[src/rtl/pri_pkg.sv]
// Shared types and constants for the registered priority arbiter.
package pri_pkg;

    // Arbiter control states.
    typedef enum logic [0:0] {
        StIdle,
        StGrant
    } arb_state_e;

    // Arbitration policy selectors for the MODE parameter.
    localparam int unsigned PRI_FIXED = 0;
    localparam int unsigned PRI_RR    = 1;

endpackage

[src/rtl/pri_enc_core.sv]
// Combinational N-input priority encoder.
// Fixed mode: highest set bit wins.
// Round-robin mode: priority descends from ptr_i, wrapping from 0 to N-1.
module pri_enc_core #(
    parameter int unsigned N = 8
) (
    input  logic [N-1:0]         req_i,
    input  logic [$clog2(N)-1:0] ptr_i,
    input  logic                 mode_i,
    output logic                 any_o,
    output logic [$clog2(N)-1:0] idx_o
);

    localparam int unsigned W = $clog2(N);

    logic [N-1:0] rot;
    logic [W-1:0] hi;
    logic [W-1:0] src;

    // Rotate so that channel ptr lands on the top bit; rot[j] = req[ptr + j + 1 mod N].
    always_comb begin
        rot = req_i;
        src = '0;
        if (mode_i) begin
            for (int j = 0; j < N; j++) begin
                src    = ptr_i + W'(j) + W'(1);
                rot[j] = req_i[src];
            end
        end
    end

    // Highest set bit of the (possibly rotated) vector, then undo the rotation.
    always_comb begin
        hi = '0;
        for (int j = 0; j < N; j++) begin
            if (rot[j]) begin
                hi = W'(j);
            end
        end
        any_o = |req_i;
        idx_o = mode_i ? (hi + ptr_i + W'(1)) : hi;
    end

endmodule

[src/rtl/pri_arb.sv]
// Registered priority arbiter: selects one requesting channel by fixed or
// round-robin priority and holds it until ack, withdrawal or disable.
module pri_arb
    import pri_pkg::*;
#(
    parameter int unsigned N    = 8,
    parameter int unsigned MODE = PRI_FIXED
) (
    input  logic                 clk_i,
    input  logic                 rst_ni,
    input  logic                 en_i,
    input  logic [N-1:0]         req_i,
    input  logic                 ack_i,
    output logic                 grant_valid_o,
    output logic [$clog2(N)-1:0] grant_idx_o,
    output logic [N-1:0]         grant_oh_o
);

    localparam int unsigned W = $clog2(N);
    localparam logic IsRr = (MODE == PRI_RR);

    arb_state_e   state_q, state_d;
    logic [W-1:0] ptr_q, ptr_d;
    logic [W-1:0] idx_q, idx_d;
    logic [N-1:0] oh_q, oh_d;
    logic         valid_q, valid_d;

    logic [W-1:0] enc_ptr;
    logic         enc_any;
    logic [W-1:0] enc_idx;
    logic [W-1:0] served_ptr;
    logic         grant_ack;

    // Pointer that makes the just-served channel lowest priority.
    assign served_ptr = idx_q - W'(1);
    assign grant_ack  = (state_q == StGrant) && ack_i;

    // On ack the encoder must already see the updated pointer for back-to-back grants.
    assign enc_ptr = grant_ack ? served_ptr : ptr_q;

    pri_enc_core #(
        .N (N)
    ) u_enc (
        .req_i  (req_i),
        .ptr_i  (enc_ptr),
        .mode_i (IsRr),
        .any_o  (enc_any),
        .idx_o  (enc_idx)
    );

    // Next-state, pointer and registered-output selection.
    always_comb begin
        state_d = state_q;
        ptr_d   = ptr_q;
        idx_d   = idx_q;
        oh_d    = oh_q;
        valid_d = valid_q;

        unique case (state_q)
            StIdle: begin
                if (en_i && enc_any) begin
                    state_d       = StGrant;
                    valid_d       = 1'b1;
                    idx_d         = enc_idx;
                    oh_d          = '0;
                    oh_d[enc_idx] = 1'b1;
                end
            end
            StGrant: begin
                if (!en_i || !req_i[idx_q]) begin
                    // Disable beats withdrawal beats ack; neither moves the pointer.
                    state_d = StIdle;
                    valid_d = 1'b0;
                    idx_d   = '0;
                    oh_d    = '0;
                end else if (ack_i) begin
                    if (IsRr) begin
                        ptr_d = served_ptr;
                    end
                    if (enc_any) begin
                        idx_d         = enc_idx;
                        oh_d          = '0;
                        oh_d[enc_idx] = 1'b1;
                    end else begin
                        state_d = StIdle;
                        valid_d = 1'b0;
                        idx_d   = '0;
                        oh_d    = '0;
                    end
                end
            end
            default: begin
                state_d = StIdle;
                valid_d = 1'b0;
                idx_d   = '0;
                oh_d    = '0;
            end
        endcase
    end

    // State, pointer and output registers with synchronous active-low reset.
    always_ff @(posedge clk_i) begin
        if (!rst_ni) begin
            state_q <= StIdle;
            ptr_q   <= '0;
            idx_q   <= '0;
            oh_q    <= '0;
            valid_q <= 1'b0;
        end else begin
            state_q <= state_d;
            ptr_q   <= ptr_d;
            idx_q   <= idx_d;
            oh_q    <= oh_d;
            valid_q <= valid_d;
        end
    end

    assign grant_valid_o = valid_q;
    assign grant_idx_o   = idx_q;
    assign grant_oh_o    = oh_q;

    // One-hot output is empty without a grant and matches the index with one.
    a_oh_idle : assert property (@(posedge clk_i) disable iff (!rst_ni)
        valid_q || (oh_q == '0));
    a_oh_match : assert property (@(posedge clk_i) disable iff (!rst_ni)
        !valid_q || (oh_q == (N'(1) << idx_q)));

endmodule

[config.mk]
export PLATFORM = sky130hd
export DESIGN_NAME = pri_arb
export DESIGN_NICKNAME = d
export VERILOG_FILES = /design/src/rtl/pri_pkg.sv /design/src/rtl/pri_enc_core.sv /design/src/rtl/pri_arb.sv
export SDC_FILE = /design/constraint.sdc
export NUM_CORES = 1
export LEC_CHECK = 0
export BUFFER_PORTS_ARGS = -buffer_cell sky130_fd_sc_hd__buf_2
export CORE_UTILIZATION = 40
export DETAILED_ROUTE_END_ITERATION = 12
export HOLD_SLACK_MARGIN = 0.1
export PLACE_DENSITY = 0.65
export SLEW_MARGIN = 20
export SYNTH_ARGS = -nofsm -noshare
export SYNTH_HDL_FRONTEND = slang
export SYNTH_SLANG_ARGS = --single-unit
[constraint.sdc]
create_clock -name clk_i -period 1.61 [get_ports clk_i]
set_input_delay 0.322 -clock clk_i [delete_from_list [all_inputs] [get_ports clk_i]]
set_output_delay 0.322 -clock clk_i [all_outputs]
set_load 0.02 [all_outputs]
==> key figures, run 1 <==
Clocking
  – Clock-pin slew on the worst setup and hold paths: approximately 0.080 ns
  – Clock Path Buffers: 2
  – CTS tree: built
  – Num CTS Buffers: 3
  – Clock Sinks: 13
  – Root Buffer: clkbuf_4
  – Hold_buf cts: 0
  – Skew-Pair Late Insertion Delay: roughly 0.28 ns
  – CTS H-tree lvls: 1

Layout
  – Reg area: about 270 um^2
  – Filler cells: about 160
  – Multi-input logic area: 561 um^2
  – Final Util: 0.701
  – N_diodes: 0
  – Share of layout cells above drive strength 1: 0.493
  – Nets: around 160
  – Layout area overhead: 59.1%

Logic synthesis
  – Largest family of logic cells by synthesized area: compound AO/OA/AOI/OAI gates
  – Yosys warns: 0
  – Adder-cell share of the synthesized area: 0
  – Synth Instances: 97
  – Synth Flop Type: dfxtp_1
  – FF+latch count, synth: 13
  – Post-synthesis sequential area ratio: 0.335
  – Compound-cell area share of the yosys netlist: 0.291
  – Asr flop ratio synth: 0
  – Post-Synth XOR/XNOR Area: 0
  – EDFF count, synth: 0
  – Simple-Gate Fraction of Synth Area: 0.288
  – Post-synthesis cell type count: 39
  – Synth top area share: 0.335
  – Post-synthesis instance area: between 700 and 800 um^2
  – Mux contribution to synthesized area: 0.0419
  – Synth area leaders: dfxtp_1 33%, nand2_1 6.8%, o211ai_1 4.8%
  – Synthesized Nets: roughly 110
  – Mean instance size in the synthesized netlist: about 8.0 um^2
  – Synth area leader: dfxtp_1

Pwr
  – Leak pwr: 0.544 nW
  – Maximum vdd drop: roughly 0.40 mV
  – Total power: approximately 0.00081 W
  – Power per cell area: 655 nW/um^2

Die
  – Core area: 1760 um^2
  – Top Ports: 24
  – Chip Height: ~46 um
  – Die ar.: roughly 2100 um^2
  – FP Rows: 15
  – Initial Util: 0.440
  – DIE WIDTH: between 40 and 50 um

Placement
  – Port Buffers: 23
  – RD Place Congestion: ~0.9
  – Post-DP HPWL: between 1500 and 2000 um
  – Post-place setup slack: -0.209 ns

GRT
  – Total gr overflow: 0
  – Largest net degree at the start of global routing: 12
  – First-pass GRT wire length: 3600 um
  – Gr usage total: 0.239
  – Vias in the first global route: 872
  – Initial antenna violation count: 0

Setup path
  – Worst r2r dst: grant_oh_o[3]$_SDFFE_PN0P_
  – Setup CP Type: reg2reg
  – Cell family with most CP delay: compound AO/OA/AOI/OAI gates
  – CP Capture Type: flip-flop
  – CP arrival: between 1.5 and 2 ns
  – Worst EP required: ~1.8 ns
  – Cells along the critical path: mux2_4, o22ai_4, or3b_4, a2111o_1, o31ai_2
  – Slowest CP cell: a2111o_1
  – Reg2reg setup slack: -0.13 ns
  – Reg2reg start: grant_idx_o[0]$_SDFFE_PN0P_
  – Crit path launch type: flip-flop
  – Slowest cell delay on critical path: 0.42 ns
  – R2R depth: 5
  – Max FO, Critical Path: 7
  – Crit path buf inv count: 0

Timing
  – Worst-Margin Slew: 0.382 ns
  – Worst setup margin: -0.135 ns
  – Slew headroom: 0.745
  – Fin. max-slew vios: 0
  – Peak Freq: roughly 570 MHz
  – Tmin final: ~1.7 ns
  – Unrepaired setup endpoints after global routing: yes
  – Final Hold Vio Count: 0
  – Endpoints failing setup: 10
  – Setup Skew: 0.00200 ns
  – Final worst path period share: 1.08
  – Setup TNS: -0.681 ns

Run status
  – Run status: finished, violations left
  – Violated checks: negative setup slack

Routing
  – Via/cell ratio: around 5.5
  – 1st-iter DRT viols: 14
  – DR pass1 iterations: 4
  – Routed vias: 948
  – Drt wl/cell: between 10 and 15 um
  – DRC: 0
  – ANT nets after route: 0
  – Drt total wl: approximately 2300 um

Hold path
  – Hold Path Depth: 3
  – Hold WC Path Type: in2reg
  – Hold Crit Endpoint: grant_valid_o$_SDFFE_PN0P_
  – Hold Path Origin: rst_ni

Job
  – Max cap viols: 0
==> worst register-to-register path: stages (launching register included) <==
cell and delay, ns:
dfxtp_4 0.38, mux2_4 0.22, o22ai_4 0.07, or3b_4 0.39, a2111o_1 0.42, o31ai_2 0.18
==> stage by stage <==
step	instance area (um^2)	hold WS, ns	instances
4_1_cts	1200	0.354	172
3_5_place_dp	1150	0.474	169
2_1_floorplan	815	0.479	97
3_3_place_gp	1150	0.466	169
6_report	1240	0.367	173
5_1_grt	1240	0.367	173
==> report_power, final <==
group | leakage [nW] | switching (W) | internal [W]
sequential | 0.108 | 0.0000196 | 0.000340
combinational | 0.422 | 0.000124 | 0.000121
clock | 0.0150 | 0.000110 | 0.0000961
==> metal layers <==
layer,GRT usage,up-vias,part of all wire
met5,0,-,0
li1,-,469,-
met2,0.403,31,0.48
met1,0.293,444,0.45
met4,0.0824,0,0.011
met3,0.0588,4,0.055
==> how the worst max path moves through the flow <==
stage	endpoint	startpoint	slack [ns]	depth (start not counted)
after floorplan	grant_oh_o[3]$_SDFFE_PN0P_	grant_idx_o[0]$_SDFFE_PN0P_	-0.07	5
after global placement	grant_idx_o[1]$_SDFFE_PN0P_	req_i[0]	-0.22	8
after global routing	grant_oh_o[3]$_SDFFE_PN0P_	grant_idx_o[0]$_SDFFE_PN0P_	-0.18	5
after detailed placement	grant_oh_o[3]$_SDFFE_PN0P_	req_i[0]	-0.21	7
after CTS	grant_oh_o[3]$_SDFFE_PN0P_	grant_idx_o[0]$_SDFFE_PN0P_	-0.14	5
final	grant_oh_o[3]$_SDFFE_PN0P_	grant_idx_o[0]$_SDFFE_PN0P_	-0.13	5
==> timing repair <==
action	4_1_cts	5_1_grt
endpoints found under the setup margin	11	12
buffers inserted	0	1
pin swaps	5	3
resized for setup	6	4
==> cell usage after synthesis (all sizes together), types with 3 or more instances <==
cell type,instances
nand2,14
dfxtp,13
o21ai,8
a21oi,5
inv,5
o211ai,5
clkbuf,4
nand2b,4
nand3,4
nor2,3
==> cell type report <==
| class | instances | area share |
|---|---|---|
| Sequential cell | 13 | 0.216 |
| Timing Repair Buffer | 51 | 0.269 |
| Clock buffer | 4 | 0.0213 |
| Multi-Input combinational cell | 75 | 0.453 |
| Tap cell | 25 | 0.0253 |
| Inverter | 5 | 0.0152 |
==> cells by family after synthesis <==
group | Yosys count
AOI/OAI and AO/OA | 32
muxes | 3
and+or+nand+nor | 40
buffers and inverters | 9
DFF | 13
==> layout by cell type (no fill, tap or decap), drive strengths merged, types with 3 or more instances in the layout <==
cell,synthesis,final
dfxtp,13,13
o211ai,5,5
a21oi,5,5
buf,0,51
o21ai,8,8
inv,5,5
clkbuf,4,4
nand2b,4,4
nand2,14,14
nand3,4,4
nor2,3,3
==> sequential cells by signal (all words and copies together), names as in the netlist <==
name,flops
grant_oh_o,8
grant_idx_o,3
grant_valid_o,1
state_q,1
(Power assumes the default switching activity.)
==> inputs of run 2 (changes only) <==
Settings changed: CTS_BUF_LIST set to sky130_fd_sc_hd__clkbuf_2, PLACE_DENSITY 0.65 to 0.67.
==> run 2 against run 1 <==
Compared with the run above:
- the flow still finishes with violations (negative setup slack)
- non-clock buffer count did not move
- register-to-register slack about the same
- clock skew rose by 0.00055 ns
- worst hold slack worse by 0.060 ns
- sequential share of layout area increased by 0.24 points
- fmax decreased by 0.58%
- via count is 1.4% higher
- utilization fell by 0.78 points
- clock power decreased by 9.7%
- worst setup slack worse by 0.010 ns
- critical path type unchanged
- largest cell class unchanged
==> key figures, run 2 (synthesis gave the netlist of run 1 again) <==
Timing
  – Tmin final: between 1.5 and 2 ns
  – Fin. max-slew vios: 0
  – Final worst path period share: 1.09
  – Setup Skew: around 0.0025 ns
  – Unrepaired setup endpoints after global routing: yes
  – Worst-Margin Slew: 0.498 ns
  – Setup TNS: -0.564 ns
  – Endpoints failing setup: 12
  – Peak Freq: around 570 MHz
  – Final Hold Vio Count: 0
  – Worst setup margin: -0.145 ns
  – Slew headroom: 0.667

Setup path
  – Cells along the critical path: mux2_4, o22ai_4, or3b_4, a2111o_1, o31ai_2
  – CP arrival: approximately 2.0 ns
  – Max FO, Critical Path: 6
  – Slowest CP cell: a2111o_1
  – Worst EP required: approximately 1.9 ns
  – CP Capture Type: flip-flop
  – Slowest cell delay on critical path: about 0.43 ns
  – Crit path launch type: flip-flop
  – Setup CP Type: reg2reg

Clocking
  – Clock Path Buffers: 2
  – Root Buffer: clkbuf_2
  – Clock Sinks: 13
  – Num CTS Buffers: 3
  – CTS tree: built
  – Clock-pin slew on the worst setup and hold paths: 0.14 ns
  – CTS H-tree lvls: 1
  – Skew-Pair Late Insertion Delay: slightly above 0.3 ns

Routing
  – Drt total wl: between 2000 and 2500 um
  – Routed vias: 961
  – 1st-iter DRT viols: 14
  – Drt wl/cell: 14.0 um
  – Via/cell ratio: between 5 and 6
  – DRC: 0
  – DR pass1 iterations: 4
  – ANT nets after route: 0

Placement
  – Port Buffers: 23
  – Dpl cell area: roughly 1100 um^2
  – Post-DP HPWL: ~1800 um
  – RD Place Congestion: around 0.9

Die
  – Initial Util: 0.440
  – Die ar.: 2120 um^2
  – FP Rows: 15
  – DIE WIDTH: between 40 and 50 um
  – Chip Height: 46.1 um
  – Top Ports: 24
  – Core area: between 1500 and 2000 um^2

Pwr
  – Maximum vdd drop: 0.504 mV
  – Leak pwr: between 0.5 and 0.6 nW
  – Power per cell area: ~650 nW/um^2

Layout
  – Final Util: 0.693
  – Share of layout cells above drive strength 1: 0.500
  – Final Cell Area: roughly 1200 um^2
  – Commonest cells after routing, fill and taps aside: 28 x buf_4, 23 x buf_2, 14 x nand2_1, 10 x dfxtp_1
  – Commonest non-fill, non-tap cell in the layout: buf_4
  – Filler cells: between 150 and 200
  – N_diodes: 0
  – Nets: 161
  – Layout area overhead: 57.3%
  – Max reg flops: 8

GRT
  – Gr usage total: 0.269
  – Vias in the first global route: around 840
  – Initial antenna violation count: 0
  – Total gr overflow: 0
  – First-pass GRT wire length: between 3000 and 4000 um
  – Largest net degree at the start of global routing: 12

Job
  – Max cap viols: 0

Run status
  – Run status: finished, violations left
  – Violated checks: negative setup slack

Hold path
  – Hold WC Path Type: in2reg
-- run 2: cell count changes in the layout (fill, tap and decap cells not counted), sizes merged --
| cell | before | now |
|---|---|---|
| clkinv | 0 | 1 |
| clkbuf | 4 | 3 |
-- run 2: cell type report --
type / count / area [um^2] / share of cell area
multi-input cells: 75 / 561 / 0.459
inverters: 5 / 18.8 / 0.0154
repair buffers: 51 / 325 / 0.266
clock inverters: 1 / 5.00 / 0.00409
well taps: 25 / 31.3 / 0.0256
flip-flops and latches: 13 / 267 / 0.218
clock buffers: 3 / 15.0 / 0.0123
-- run 2: worst paths after layout --
check | startpoint | endpoint | slack [ns] | cells after the start
max | grant_idx_o[0]$_SDFFE_PN0P_ | grant_oh_o[3]$_SDFFE_PN0P_ | -0.14 | 5
min | rst_ni | grant_valid_o$_SDFFE_PN0P_ | 0.31 | 3
max reg2reg | grant_idx_o[0]$_SDFFE_PN0P_ | grant_oh_o[3]$_SDFFE_PN0P_ | -0.14 | 5
min reg2reg | grant_oh_o[6]$_SDFFE_PN0P_ | grant_oh_o[6]$_SDFFE_PN0P_ | 0.49 | 2
-- run 2: critical path, delay by kind of cell, from the launching register on --
kind | cells | cell delay (ns)
mux | 1 | 0.22
simple gates | 1 | 0.40
flops | 1 | 0.40
compound gates | 3 | 0.69
-- run 2: what timing repair did --
item                                    CTS  global route
pin swaps                                 6             1
setup buffers                             1             1
endpoints found under the setup margin   12            12
hold buffers                              0             0
resized for setup                         9             0
-- run 2: power breakdown --
| group | switching (W) | internal [W] | leakage [nW] |
|---|---|---|---|
| clock | 0.000130 | 0.0000561 | 0.0164 |
| sequential | 0.0000174 | 0.000340 | 0.108 |
| combinational | 0.000129 | 0.000123 | 0.426 |
| total | 0.000276 | 0.000519 | 0.550 |
-- run 2: per-layer routing --
| metal | share of wire | global-route usage |
|---|---|---|
| met5 | 0 | 0 |
| met4 | 0.027 | 0.171 |
| met3 | 0.049 | 0.0745 |
| met2 | 0.50 | 0.448 |
| met1 | 0.42 | 0.299 |
-- run 2: through the flow --
| stage | instances | hold WS (ns) | power [W] | setup WS, ns |
|---|---|---|---|---|
| final | 173 | 0.307 | 0.000795 | -0.145 |
| after global placement | 167 | 0.459 | 0.000582 | -0.280 |
| after floorplan | 97 | 0.479 | 0.000477 | -0.0684 |
| after CTS | 172 | 0.284 | 0.000800 | -0.143 |
| after detailed placement | 167 | 0.466 | 0.000585 | -0.219 |
| after global routing | 173 | 0.306 | 0.000842 | -0.205 |
==> inputs of run 3 (changes only) <==
Settings changed: CORE_UTILIZATION 40 to 47, PLACE_DENSITY 0.67 to 0.77.
==> run 3 against run 2 <==
Compared with the run above:
- critical path type unchanged
- the flow still finishes with violations (negative setup slack)
- clock power about the same
- worst hold slack improved by 0.015 ns
- design area increased by 0.92%
- clock skew increased by 0.0045 ns
- combinational power increased by 3%
- fmax decreased by 0.62%
- critical endpoint unchanged
- largest cell class unchanged
==> key figures, run 3 (synthesis gave the netlist of run 1 again) <==
Setup path
  – Worst EP required: roughly 1.8 ns
  – CP Capture Type: flip-flop
  – Crit path launch type: flip-flop
  – Slowest cell delay on critical path: ~0.43 ns
  – Cells along the critical path: mux2_4, o22ai_4, or3b_4, a2111o_1, o31ai_2
  – Max FO, Critical Path: 7
  – Slowest CP cell: a2111o_1
  – Reg2reg setup slack: -0.16 ns
  – CP arrival: around 2.0 ns
  – Setup CP Type: reg2reg

Layout
  – Filler cells: 97
  – Final Cell Area: about 1200 um^2
  – Multi-input logic area: between 500 and 600 um^2
  – Layout area overhead: 58.8%
  – N_diodes: 0
  – Post-Layout Cell Count: approximately 170
  – Nets: 163
  – Share of layout cells above drive strength 1: 0.507
  – Commonest non-fill, non-tap cell in the layout: buf_4
  – Max reg flops: 8
  – Commonest cells after routing, fill and taps aside: 28 x buf_4, 23 x buf_2, 14 x nand2_1, 10 x dfxtp_1
  – Reg area: ~270 um^2
  – Final Util: 0.810

Timing
  – Tmin final: ~1.8 ns
  – Worst-Margin Slew: between 0.4 and 0.5 ns
  – Peak Freq: approximately 570 MHz
  – Unrepaired setup endpoints after global routing: yes
  – Endpoints failing setup: 12
  – Final Hold Vio Count: 0
  – Setup Skew: between 0.007 and 0.008 ns
  – Fin. max-slew vios: 0
  – Worst setup margin: -0.156 ns
  – Worst Hold Slack: ~0.32 ns
  – Final worst path period share: 1.10
  – Slew headroom: 0.671

Pwr
  – Comb pwr share: 0.322
  – Total power: 0.000809 W
  – Clock network power share: 0.233
  – Leak pwr: roughly 0.56 nW
  – Maximum vdd drop: 0.562 mV
  – Seq pwr share: 0.446
  – Power per cell area: between 600 and 700 nW/um^2
  – Internal: between 0.0005 and 0.0006 W
  – Switch share: 0.344
  – Switching power: 0.000278 W

Routing
  – Routed vias: ~1000
  – DRC: 0
  – ANT nets after route: 0
  – Drt total wl: approximately 2800 um
  – DR pass1 iterations: 4
  – 1st-iter DRT viols: 47
  – Drt wl/cell: roughly 17 um
  – Via/cell ratio: 6.19

GRT
  – Total gr overflow: 0
  – Most congested layer reported by global routing: met2
  – Largest net degree at the start of global routing: 12
  – M1 GR Usage: 0.394
  – Vias in the first global route: between 1000 and 1500
  – GR Layer Usage met3: 0.0468
  – Initial antenna violation count: 0
  – Met2 Track Usage GR: 0.561
  – First-pass GRT wire length: about 4500 um
  – Gr usage total: 0.332

Die
  – Die ar.: about 1800 um^2
  – Initial Util: 0.510
  – FP Rows: 14
  – Chip Height: 42.7 um
  – DIE WIDTH: ~43 um
  – Top Ports: 24
  – Core area: ~1500 um^2

Hold path
  – Hold WC Path Type: in2reg

Placement
  – Port Buffers: 23
  – Dpl cell area: 1150 um^2
  – Post-DP HPWL: around 2000 um
  – RD Place Congestion: 0.890
  – Dpl cells: ~160

Job
  – Max cap viols: 0

Clocking
  – CTS tree: built
  – Clock Sinks: 13
  – Clock-pin slew on the worst setup and hold paths: about 0.14 ns
  – Skew-Pair Late Insertion Delay: 0.30 ns
  – Clock Path Buffers: 2
  – Num CTS Buffers: 3
  – Root Buffer: clkbuf_2
  – Hold_buf cts: 0
  – CTS H-tree lvls: 1

Run status
  – Violated checks: negative setup slack
  – Run status: finished, violations left
## run 3: timing repair
action,4_1_cts,5_1_grt
pin swaps,5,2
endpoints found under the hold margin,0,0
setup endpoints to repair,12,12
gates resized for setup,10,0
buffers inserted,1,1
## run 3: worst paths after layout
kind | endpoint | from | cells after the start
worst min-delay path | grant_valid_o$_SDFFE_PN0P_ | rst_ni | 3
worst max-delay path | grant_oh_o[3]$_SDFFE_PN0P_ | grant_idx_o[0]$_SDFFE_PN0P_ | 5
worst max register to register | grant_oh_o[3]$_SDFFE_PN0P_ | grant_idx_o[0]$_SDFFE_PN0P_ | 5
worst min register to register | grant_oh_o[1]$_SDFFE_PN0P_ | grant_oh_o[1]$_SDFFE_PN0P_ | 2
## run 3: routing by layer
layer / routed length [um] / part of all wire / vias to the layer above
met5: 0 / 0 / -
met4: 74 / 0.027 / 0
met3: 197 / 0.071 / 11
met2: 1370 / 0.50 / 66
met1: 1120 / 0.40 / 481
li1: - / - / 470
## run 3: power groups by stage
stage | Sequential, W | Clock (W) | Combinational (W)
floorplan | 0.000381 | 0 | 0.0000963
detailed placement | 0.000366 | 0 | 0.000229
global route | 0.000363 | 0.000197 | 0.000275
finish | 0.000361 | 0.000188 | 0.000260
global placement | 0.000365 | 0 | 0.000221
CTS | 0.000360 | 0.000191 | 0.000249
## run 3: cell type report
class | instances | area share
multi-input cells | 75 | 0.454
repair buffers | 53 | 0.282
flip-flops and latches | 13 | 0.216
clock buffers | 4 | 0.0162
well taps | 16 | 0.0162
inverters | 5 | 0.0152
## run 3: worst max-delay path: cells and delay by family (launching register included)
family             cells  cell delay (ns)
and+or+nand+nor        1             0.40
DFF                    1             0.40
AOI/OAI and AO/OA      3             0.69
muxes                  1             0.22
## run 3: per-stage QoR
step	setup TNS, ns	worst slack (ns)
floorplan	-0.0834	-0.0684
global placement	-1.85	-0.182
detailed placement	-2.26	-0.224
CTS	-1.13	-0.166
global route	-1.92	-0.237
finish	-1.19	-0.156
